File: src/rtl/nested_step_counter.sv
// Chain of LEVELS step counters producing nested loop indices; level 0 is innermost.
// Optional NESTED_STEP_COUNTER_STICKY_DONE_EN: done latches and freezes the nest until clr/reset.
module nested_step_counter #(
    parameter int LEVELS = 3,
    parameter int WIDTH  = 12
) (
    input  logic                      clk,
    input  logic                      rstn,
    input  logic                      clr,
    input  logic                      cnt,
    input  logic [LEVELS*WIDTH-1:0]   max,
    output logic [LEVELS*WIDTH-1:0]   idx,
    output logic [LEVELS-1:0]         last,
    output logic [LEVELS-1:0]         ov,
    output logic                      done
);

    logic [WIDTH-1:0]  idx_p1 [LEVELS];
    logic [LEVELS-1:0] ov_p1;
    logic              done_p1;
    logic [LEVELS-1:0] adv;
    logic [LEVELS-1:0] wrap;
    logic              frozen;

`ifdef NESTED_STEP_COUNTER_STICKY_DONE_EN
    assign frozen = done_p1;
`else
    assign frozen = 1'b0;
`endif

    // >= rather than == so a max lowered below the index still forces a wrap
    always_comb begin
        last = '0;
        adv  = '0;
        for (int i = 0; i < LEVELS; i++) begin
            last[i] = (idx_p1[i] >= max[i*WIDTH +: WIDTH]);
        end
        adv[0] = cnt & ~clr & ~frozen;
        for (int i = 1; i < LEVELS; i++) begin
            adv[i] = adv[i-1] & last[i-1];
        end
        wrap = adv & last;
    end

    // stage p1: registered indices and wrap pulses
    always_ff @(posedge clk or negedge rstn) begin
        if (!rstn) begin
            for (int i = 0; i < LEVELS; i++) idx_p1[i] <= '0;
            ov_p1   <= '0;
            done_p1 <= 1'b0;
        end else if (clr) begin
            for (int i = 0; i < LEVELS; i++) idx_p1[i] <= '0;
            ov_p1   <= '0;
            done_p1 <= 1'b0;
        end else begin
            for (int i = 0; i < LEVELS; i++) begin
                if (adv[i]) begin
                    if (last[i]) idx_p1[i] <= '0;
                    else         idx_p1[i] <= idx_p1[i] + 1'b1;
                end
            end
            ov_p1 <= wrap;
`ifdef NESTED_STEP_COUNTER_STICKY_DONE_EN
            done_p1 <= done_p1 | wrap[LEVELS-1];
`else
            done_p1 <= wrap[LEVELS-1];
`endif
        end
    end

    always_comb begin
        idx = '0;
        for (int i = 0; i < LEVELS; i++) begin
            idx[i*WIDTH +: WIDTH] = idx_p1[i];
        end
    end

    assign ov   = ov_p1;
    assign done = done_p1;

endmodule
File: config.mk
export PLATFORM = sky130hd
export DESIGN_NAME = nested_step_counter
export DESIGN_NICKNAME = d
export VERILOG_FILES = /design/src/rtl/nested_step_counter.sv
export SDC_FILE = /design/constraint.sdc
export NUM_CORES = 1
export LEC_CHECK = 0
export BUFFER_PORTS_ARGS = -buffer_cell sky130_fd_sc_hd__buf_4
export CAP_MARGIN = 20
export CORE_MARGIN = 2
export CORE_UTILIZATION = 40
export CTS_CLUSTER_DIAMETER = 150
export DETAILED_ROUTE_END_ITERATION = 6
export GPL_TIMING_DRIVEN = 0
export PLACE_DENSITY = 0.75
export SLEW_MARGIN = 20
export SYNTH_ARGS = -nofsm -noshare
export SYNTH_HDL_FRONTEND = slang
export SYNTH_SLANG_ARGS = --single-unit
File: constraint.sdc
create_clock -name clk -period 3.3 [get_ports clk]
set_input_delay 0.825 -clock clk [delete_from_list [all_inputs] [get_ports clk]]
set_output_delay 0.825 -clock clk [all_outputs]
set_load 0.01 [all_outputs]
==> flow_summary.yaml, run 1 <==
status:
  outcome: "finished, final reports clean"
timing:
  setup_viol: 0
  worst_slew_pin_slew_ps: 771
  rsz0062_at_grt: "yes"
  skew_ps: 6.07
  fin_crit_ps: 3250
  max_slew_margin: 0.483
  period_share: 0.983
  fmax_mhz: 308
  slew_viol_final: 0
  hold_viol: 0
grt:
  grt_max_degree: 40
  track_usage: 0.198
  grt_pass1_wl_um: 13700
  grt_overflow_total: 0
  grt_antenna_before_repair: 0
  grt_pass1_vias: 2982
clock_network:
  cts-root-buf: "clkbuf_8"
  cts_tree: "yes"
  cts_made_buffers: 5
  clk_latency_ps: 300
  postCtsHoldBufs: 0
  h-tree-depth: 2
  clockBufferDepth: 2
  clk_pin_slew_ps: 80
  cts_sinks: 39
place:
  dpl_cell_area_mm2: 0.00378
  hpwl_um: 6010
  gp_congestion: 0.865
  port-buffer-count: 82
power:
  total_power_mw: 0.965
  peakVddDrop_uv: 173
  p_leak_nw: 2.07
  power.density_mw_per_mm2: 244
synth:
  syn_area_per_cell_um2: 8.55
  yosysSeqAreaShare: 0.320
  syn_inst: 356
  synth.most_common_cell: "inv_1"
  yosysWarnings: 0
  ys_ff_latch: 39
  yosysTopAreaCellShare: 0.320
  synth_edf_count: 0
  netlist_area_mm2: 0.00305
  yosysTopAreaCell: "dfrtp_1"
  syn_nets: 435
  netlist_top_cells_count: "52 x inv_1, 39 x dfrtp_1, 39 x ha_1, 22 x a21oi_1, 20 x nand2_1"
  synthTopCellsByArea: "dfrtp_1 32%, ha_1 16%, inv_1 6.4%"
  ys.flop_type: "dfrtp_1"
  async_flop_share: 1.00
  ys_types: 47
route:
  vias: 3061
  totalWireLength_um: 7980
  drtIter0Drc: 196
  ant_nets: 0
  avgViaCountPerCell: 5.56
  drc: 0
  drtPass1Iterations: 4
  wl_per_cell_um: 14.5
critical_path:
  critPathArrivalTime_ps: 2420
  crit_type: "in2out"
  worstPathMaxFanout: 10
  crit_start: "max[14]"
  worst_ep_required_time_ps: 2470
  end_kind: "primary output"
  rr_startpoint: "idx[14]"
  startpoint_type: "input pin"
cells_and_area:
  drive_gt1_frac: 0.254
  syn_to_final_growth_pct: 29.8
  design_area_mm2: 0.00395
  nets: 530
  diodes: 0
  post-route-util: 0.539
die:
  die_area_mm2: 0.00833
  io_pins: 83
  core_mm2: 0.00733
  start_util: 0.415
  die_h_um: 91.3
  fp.dieW_um: 91.3
  num_rows: 31
job:
  cap_violations: 0
worst_hold_path:
  hp-class: "in2async"
==> routing by layer <==
metal	wire length, um	GRT usage
met1	3550	0.248
met2	3830	0.337
met3	436	0.0390
met4	155	0.0720
met5	0	0
==> sequential cells by signal, indices dropped and copies added (netlist names) <==
register / cells
ov: 2
done: 1
idx: 36
==> power breakdown <==
group	internal, mW	switching (mW)
registers	0.485	0.0120
clock network	0.149	0.174
logic	0.0722	0.0734
total	0.705	0.259
==> final timing paths <==
kind | end | slack, ps | cells past startpoint
max in group asynchronous | idx[15] | 2440 | 1
max reg2reg | idx[35] | 670 | 9
min | idx[33] | 500 | 1
min in group clk | idx[7] | 550 | 1
min reg2reg | idx[7] | 550 | 1
max | last[1] | 50 | 10
==> timing repair <==
item | 4_1_cts | 5_1_grt
pin swaps | 2 | 1
resized for setup | 4 | 6
buffers inserted | 1 | 5
endpoints found under the setup margin | 3 | 3
hold endpoints to repair | 0 | 0
==> cells in the final DEF, fill, tap and decap left out, types with 12 or more instances in the layout <==
cell type  netlist  final
dfrtp_1         39     39
a21oi_1         22     21
a21o_1          14     14
nand4_1         12     12
nand3_1         16     16
nand2_1         20     20
nor2_1          18     18
inv_1           52     51
buf_4            1     89
ha_1            39     39
==> critical path, stage by stage <==
cell and delay (ps):
buf_4 80, inv_1 30, ha_1 290, a211o_1 290
a31oi_1 180, o21ai_2 110, a21oi_4 170, inv_2 80
clkbuf_4 200, buf_4 160
==> final cells by class <==
class | count | area, um^2
buffer | 12 | 65.1
clock buffer | 7 | 76.3
sequential | 39 | 976
multi-input combinational | 252 | 1850
tap | 99 | 124
timing repair buffer | 88 | 661
fill | 697 | 3380
inverter | 53 | 199
clock inverter | 1 | 5.00
==> logic make-up (layout without fill, tap and decap cells) <==
kind of cell	Yosys count	after routing	share of synthesized area
simple gates	110	110	0.191
compound gates	100	100	0.235
xor+xnor	1	1	0.00288
buf+inv	65	161	0.0838
fa+ha+maj	39	39	0.160
flops	39	39	0.320
mux	2	2	0.00698
==> stage by stage <==
stage	setup TNS (ps)	cells	hold slack (ps)	setup slack, ps
finish	0	551	500	54.9
global route	-16.1	551	542	-16.1
CTS	0	546	518	2.87
detailed placement	-459	537	543	-192
global placement	-404	537	535	-159
floorplan	0	356	529	203
Power figures use the tool's default switching activity.
==> run 2: changes to the inputs <==
CORE_ASPECT_RATIO = 0.7   (was not set)
CORE_UTILIZATION = 45   (was 40)
PLACE_DENSITY = 0.81   (was 0.75)
==> run 2 against run 1 <==
Worst setup slack worse by 16 ps; maximum frequency is 0.49% lower; cell area is 0.38% lower; clock skew is 2.1 ps higher; sequential share of layout area is 0.094 points higher.
==> flow_summary.yaml, run 2 (synthesized netlist as in run 1, its figures left out) <==
critical_path:
  worstPathMaxFanout: 10
  critPathArrivalTime_ps: 2440
  critPathTopFamily: "compound AO/OA/AOI/OAI gates"
  r2r_slack_ps: 590
  slowest_stage: "ha_1"
  startpoint_type: "input pin"
  path_cells: "buf_4, inv_1, ha_1, a21o_1, a21o_1, a211o_1, a21oi_4, buf_6, inv_1, buf_4"
  crit_type: "in2out"
  crit_start: "max[33]"
  end_kind: "primary output"
  worst_ep_required_time_ps: 2470
  max_stage_delay_ps: 300
  critical_path_buf_inv_count: 5
  rr_startpoint: "idx[10]"
power:
  seq_power_share: 0.470
  total_power_mw: 1.05
  intPower_mw: 0.801
  p_leak_nw: 2.08
  p_comb_frac: 0.138
  power.density_mw_per_mm2: 268
  switching_power_mw: 0.253
  clockPowerShare: 0.392
  peakVddDrop_uv: 179
  swShare: 0.240
grt:
  grt_max_degree: 40
  grt_pass1_wl_um: 13000
  track_usage: 0.219
  grt_pass1_vias: 2847
  grt_overflow_total: 0
  grt_antenna_before_repair: 0
route:
  vias: 3046
  ant_nets: 0
  avgViaCountPerCell: 5.61
  drc: 0
  totalWireLength_um: 7930
  drtPass1Iterations: 6
  drtIter0Drc: 259
  wl_per_cell_um: 14.6
timing:
  setup_viol: 0
  fin_crit_ps: 3260
  skew_ps: 8.13
  period_share: 0.988
  slew_viol_final: 0
  fmax_mhz: 307
  worst_slew_pin_slew_ps: 857
  fin_tns_setup_ps: 0
  hold_viol: 0
  rsz0062_at_grt: "yes"
  max_slew_margin: 0.425
die:
  io_pins: 83
  num_rows: 25
  die_h_um: 72.8
  core_mm2: 0.00666
  die_area_mm2: 0.00745
  fp.dieW_um: 102
  start_util: 0.457
clock_network:
  clk_latency_ps: 290
  clockBufferDepth: 2
  cts_tree: "yes"
  clk_pin_slew_ps: 80
  postCtsHoldBufs: 0
  cts_sinks: 39
  h-tree-depth: 2
  cts-root-buf: "clkbuf_8"
  cts_made_buffers: 5
cells_and_area:
  syn_to_final_growth_pct: 29.3
  drive_gt1_frac: 0.245
  mostFrequentLayoutCells: "87 x buf_4, 52 x inv_1, 39 x ha_1, 39 x dfrtp_1, 21 x a21oi_1"
  diodes: 0
  final_common_cell: "buf_4"
  post-route-util: 0.591
  nets: 527
  largest_reg_flops: 36
place:
  port-buffer-count: 82
  gp_congestion: 0.874
  hpwl_um: 6220
worst_hold_path:
  hp-class: "in2async"
status:
  outcome: "finished, final reports clean"
job:
  cap_violations: 0
## run 2: worst reg2reg max path, delay by kind of cell, from the launching register on
family / cells / cell delay (ps)
fa+ha+maj: 1 / 330
compound gates: 6 / 1290
buf+inv: 2 / 570
flops: 1 / 440
## run 2: worst paths after layout
| kind | to | cells after the start |
|---|---|---|
| max | last[2] | 10 |
| max in group asynchronous | idx[20] | 1 |
| min in group clk | idx[5] | 1 |
| min reg2reg | idx[5] | 1 |
| min | ov[0] | 1 |
| max reg2reg | idx[26] | 9 |
## run 2: power by group through the flow
stage	combinational [mW]	sequential, mW	clock (mW)
floorplan	0.0666	0.506	0
detailed placement	0.145	0.505	0
global route	0.163	0.497	0.437
finish	0.145	0.496	0.413
global placement	0.139	0.505	0
CTS	0.147	0.495	0.419
## run 2: timing repair
action | 4_1_cts | 5_1_grt
endpoints found under the setup margin | 3 | 2
setup buffers | 2 | 2
gates resized for setup | 4 | 0
pin swaps | 3 | 0
gates cloned | 0 | 0
## run 2: stage by stage
step                      cell area (um^2)  hold WS, ps  instances  setup slack [ps]
after global routing                  3940          540        543             -37.5
after floorplan                       3050          529        356               203
final                                 3940          498        543              38.8
after CTS                             3930          521        542              14.3
after global placement                3780          540        532              -166
after detailed placement              3780          544        532              -173
## run 2: metal layers
metal	vias to the layer above	global-route usage	wire (um)
met2	140	0.348	3570
met1	1405	0.314	3620
met4	0	0.0489	71
met3	13	0.0431	670
met5	-	0	0
li1	1488	-	-
## run 2: area by class of cell
cell class | instances | area, um^2
Buffer | 11 | 57.6
Clock buffer | 6 | 82.6
Clock inverter | 2 | 35.0
Fill cell | 579 | 2720
Inverter | 53 | 199
Multi-Input combinational cell | 252 | 1830
Sequential cell | 39 | 976
Tap cell | 94 | 118
Timing Repair Buffer | 86 | 646
==> run 3: changes to the inputs <==
RECOVER_POWER = 50   (was not set)
==> run 3 against run 2 <==
The flow now finishes with violations (capacitance limit, slew limit); sequential power about the same; maximum frequency increased by 0.17%; non-clock buffer count unchanged; largest cell class unchanged.
==> flow_summary.yaml, run 3 (synthesized netlist as in run 1, its figures left out) <==
status:
  outcome: "complete, but fails checks"
  violations: "capacitance limit, slew limit"
cells_and_area:
  final_common_cell: "buf_4"
  diodes: 0
  fin_cells: 543
  drive_gt1_frac: 0.198
  nets: 527
  design_area_mm2: 0.00386
  largest_reg_flops: 36
  mostFrequentLayoutCells: "66 x buf_4, 52 x inv_1, 39 x ha_1, 39 x dfrtp_1, 26 x clkbuf_1"
  syn_to_final_growth_pct: 26.7
die:
  die_h_um: 72.8
  fp.dieW_um: 102
  core_mm2: 0.00666
  num_rows: 25
  start_util: 0.457
  die_area_mm2: 0.00745
  io_pins: 83
critical_path:
  critPathArrivalTime_ps: 2430
  worstPathMaxFanout: 10
  startpoint_type: "input pin"
  worst_ep_required_time_ps: 2470
  crit_type: "in2out"
  r2r_cells: 9
  r2r_slack_ps: 580
  end_kind: "primary output"
clock_network:
  clk_pin_slew_ps: 70
  h-tree-depth: 2
  postCtsHoldBufs: 0
  cts_made_buffers: 5
  cts_sinks: 39
  cts_tree: "yes"
  clk_latency_ps: 290
  clockBufferDepth: 2
  cts-root-buf: "clkbuf_8"
place:
  dpl_cell_area_mm2: 0.00378
  hpwl_um: 6220
  port-buffer-count: 82
  dp_cells: 532
  gp_congestion: 0.874
route:
  wl_per_cell_um: 14.6
  totalWireLength_um: 7930
  ant_nets: 0
  avgViaCountPerCell: 5.61
  drc: 0
  vias: 3046
  drtIter0Drc: 224
  drtPass1Iterations: 5
worst_hold_path:
  hp-class: "reg2reg"
  min_path_cells: 1
job:
  cap_violations: 1
power:
  total_power_mw: 1.05
  power.density_mw_per_mm2: 272
  peakVddDrop_uv: 179
  p_leak_nw: 1.99
timing:
  fin_tns_setup_ps: 0
  hold_slack_ps: 567
  fmax_mhz: 307
  skew_ps: 9.89
  setup_viol: 0
  max_slew_margin: -0.415
  worst_slew_pin_slew_ps: 2120
  rsz0062_at_grt: "yes"
  hold_viol: 0
  fin_crit_ps: 3260
  period_share: 0.987
  slew_viol_final: 40
grt:
  grt_pass1_wl_um: 13000
  grt_antenna_before_repair: 0
  grt_max_degree: 40
  grt_pass1_vias: 2847
  grt_overflow_total: 0
  track_usage: 0.219
==> run 3: area by class of cell <==
class	instances	area (um^2)
plain buffers	11	57.6
clock buffers	6	82.6
multi-input cells	252	1830
flip-flops and latches	39	976
inverters	53	199
well taps	94	118
fillers	602	2800
clock inverters	2	35.0
repair buffers	86	567
==> run 3: worst paths after layout <==
| kind | startpoint | to |
|---|---|---|
| max in group asynchronous | rstn | idx[18] |
| min in group asynchronous | rstn | ov[0] |
| setup / recovery | max[33] | last[2] |
| setup reg to reg | idx[10] | idx[26] |
| hold / removal | idx[4] | idx[4] |
| hold reg to reg | idx[4] | idx[4] |
==> run 3: what timing repair did <==
| item | in CTS | in global routing |
|---|---|---|
| endpoints found under the hold margin | 0 | 0 |
| pin swaps | 3 | 0 |
| resized for setup | 4 | 0 |
| endpoints found under the setup margin | 3 | 2 |
| setup buffers | 2 | 2 |
==> run 3: worst max-delay path, cell delays in order <==
cell and delay, ps:
buf_4 80, inv_1 30, ha_1 290, a21o_1 180, a21o_1 170, a211o_1 300
a21oi_4 200, buf_6 170, inv_1 40, buf_4 130
==> run 3: stage by stage <==
stage | util | worst slack [ps]
floorplan | - | 203
global placement | 0.567 | -166
detailed placement | 0.567 | -173
CTS | 0.590 | 14.3
global route | 0.579 | -37.5
finish | 0.579 | 44.2
==> run 3: power by group <==
group	switching [mW]	internal, mW	total [mW]
registers	0.0111	0.485	0.496
logic	0.0728	0.0667	0.139
clock network	0.171	0.245	0.416
==> run 3: routing by layer <==
| layer | up-vias | wire [um] | global-route usage |
|---|---|---|---|
| li1 | 1494 | - | - |
| met1 | 1408 | 3750 | 0.314 |
| met2 | 127 | 3560 | 0.348 |
| met3 | 17 | 560 | 0.0431 |
| met4 | 0 | 64 | 0.0489 |
| met5 | - | 0 | 0 |
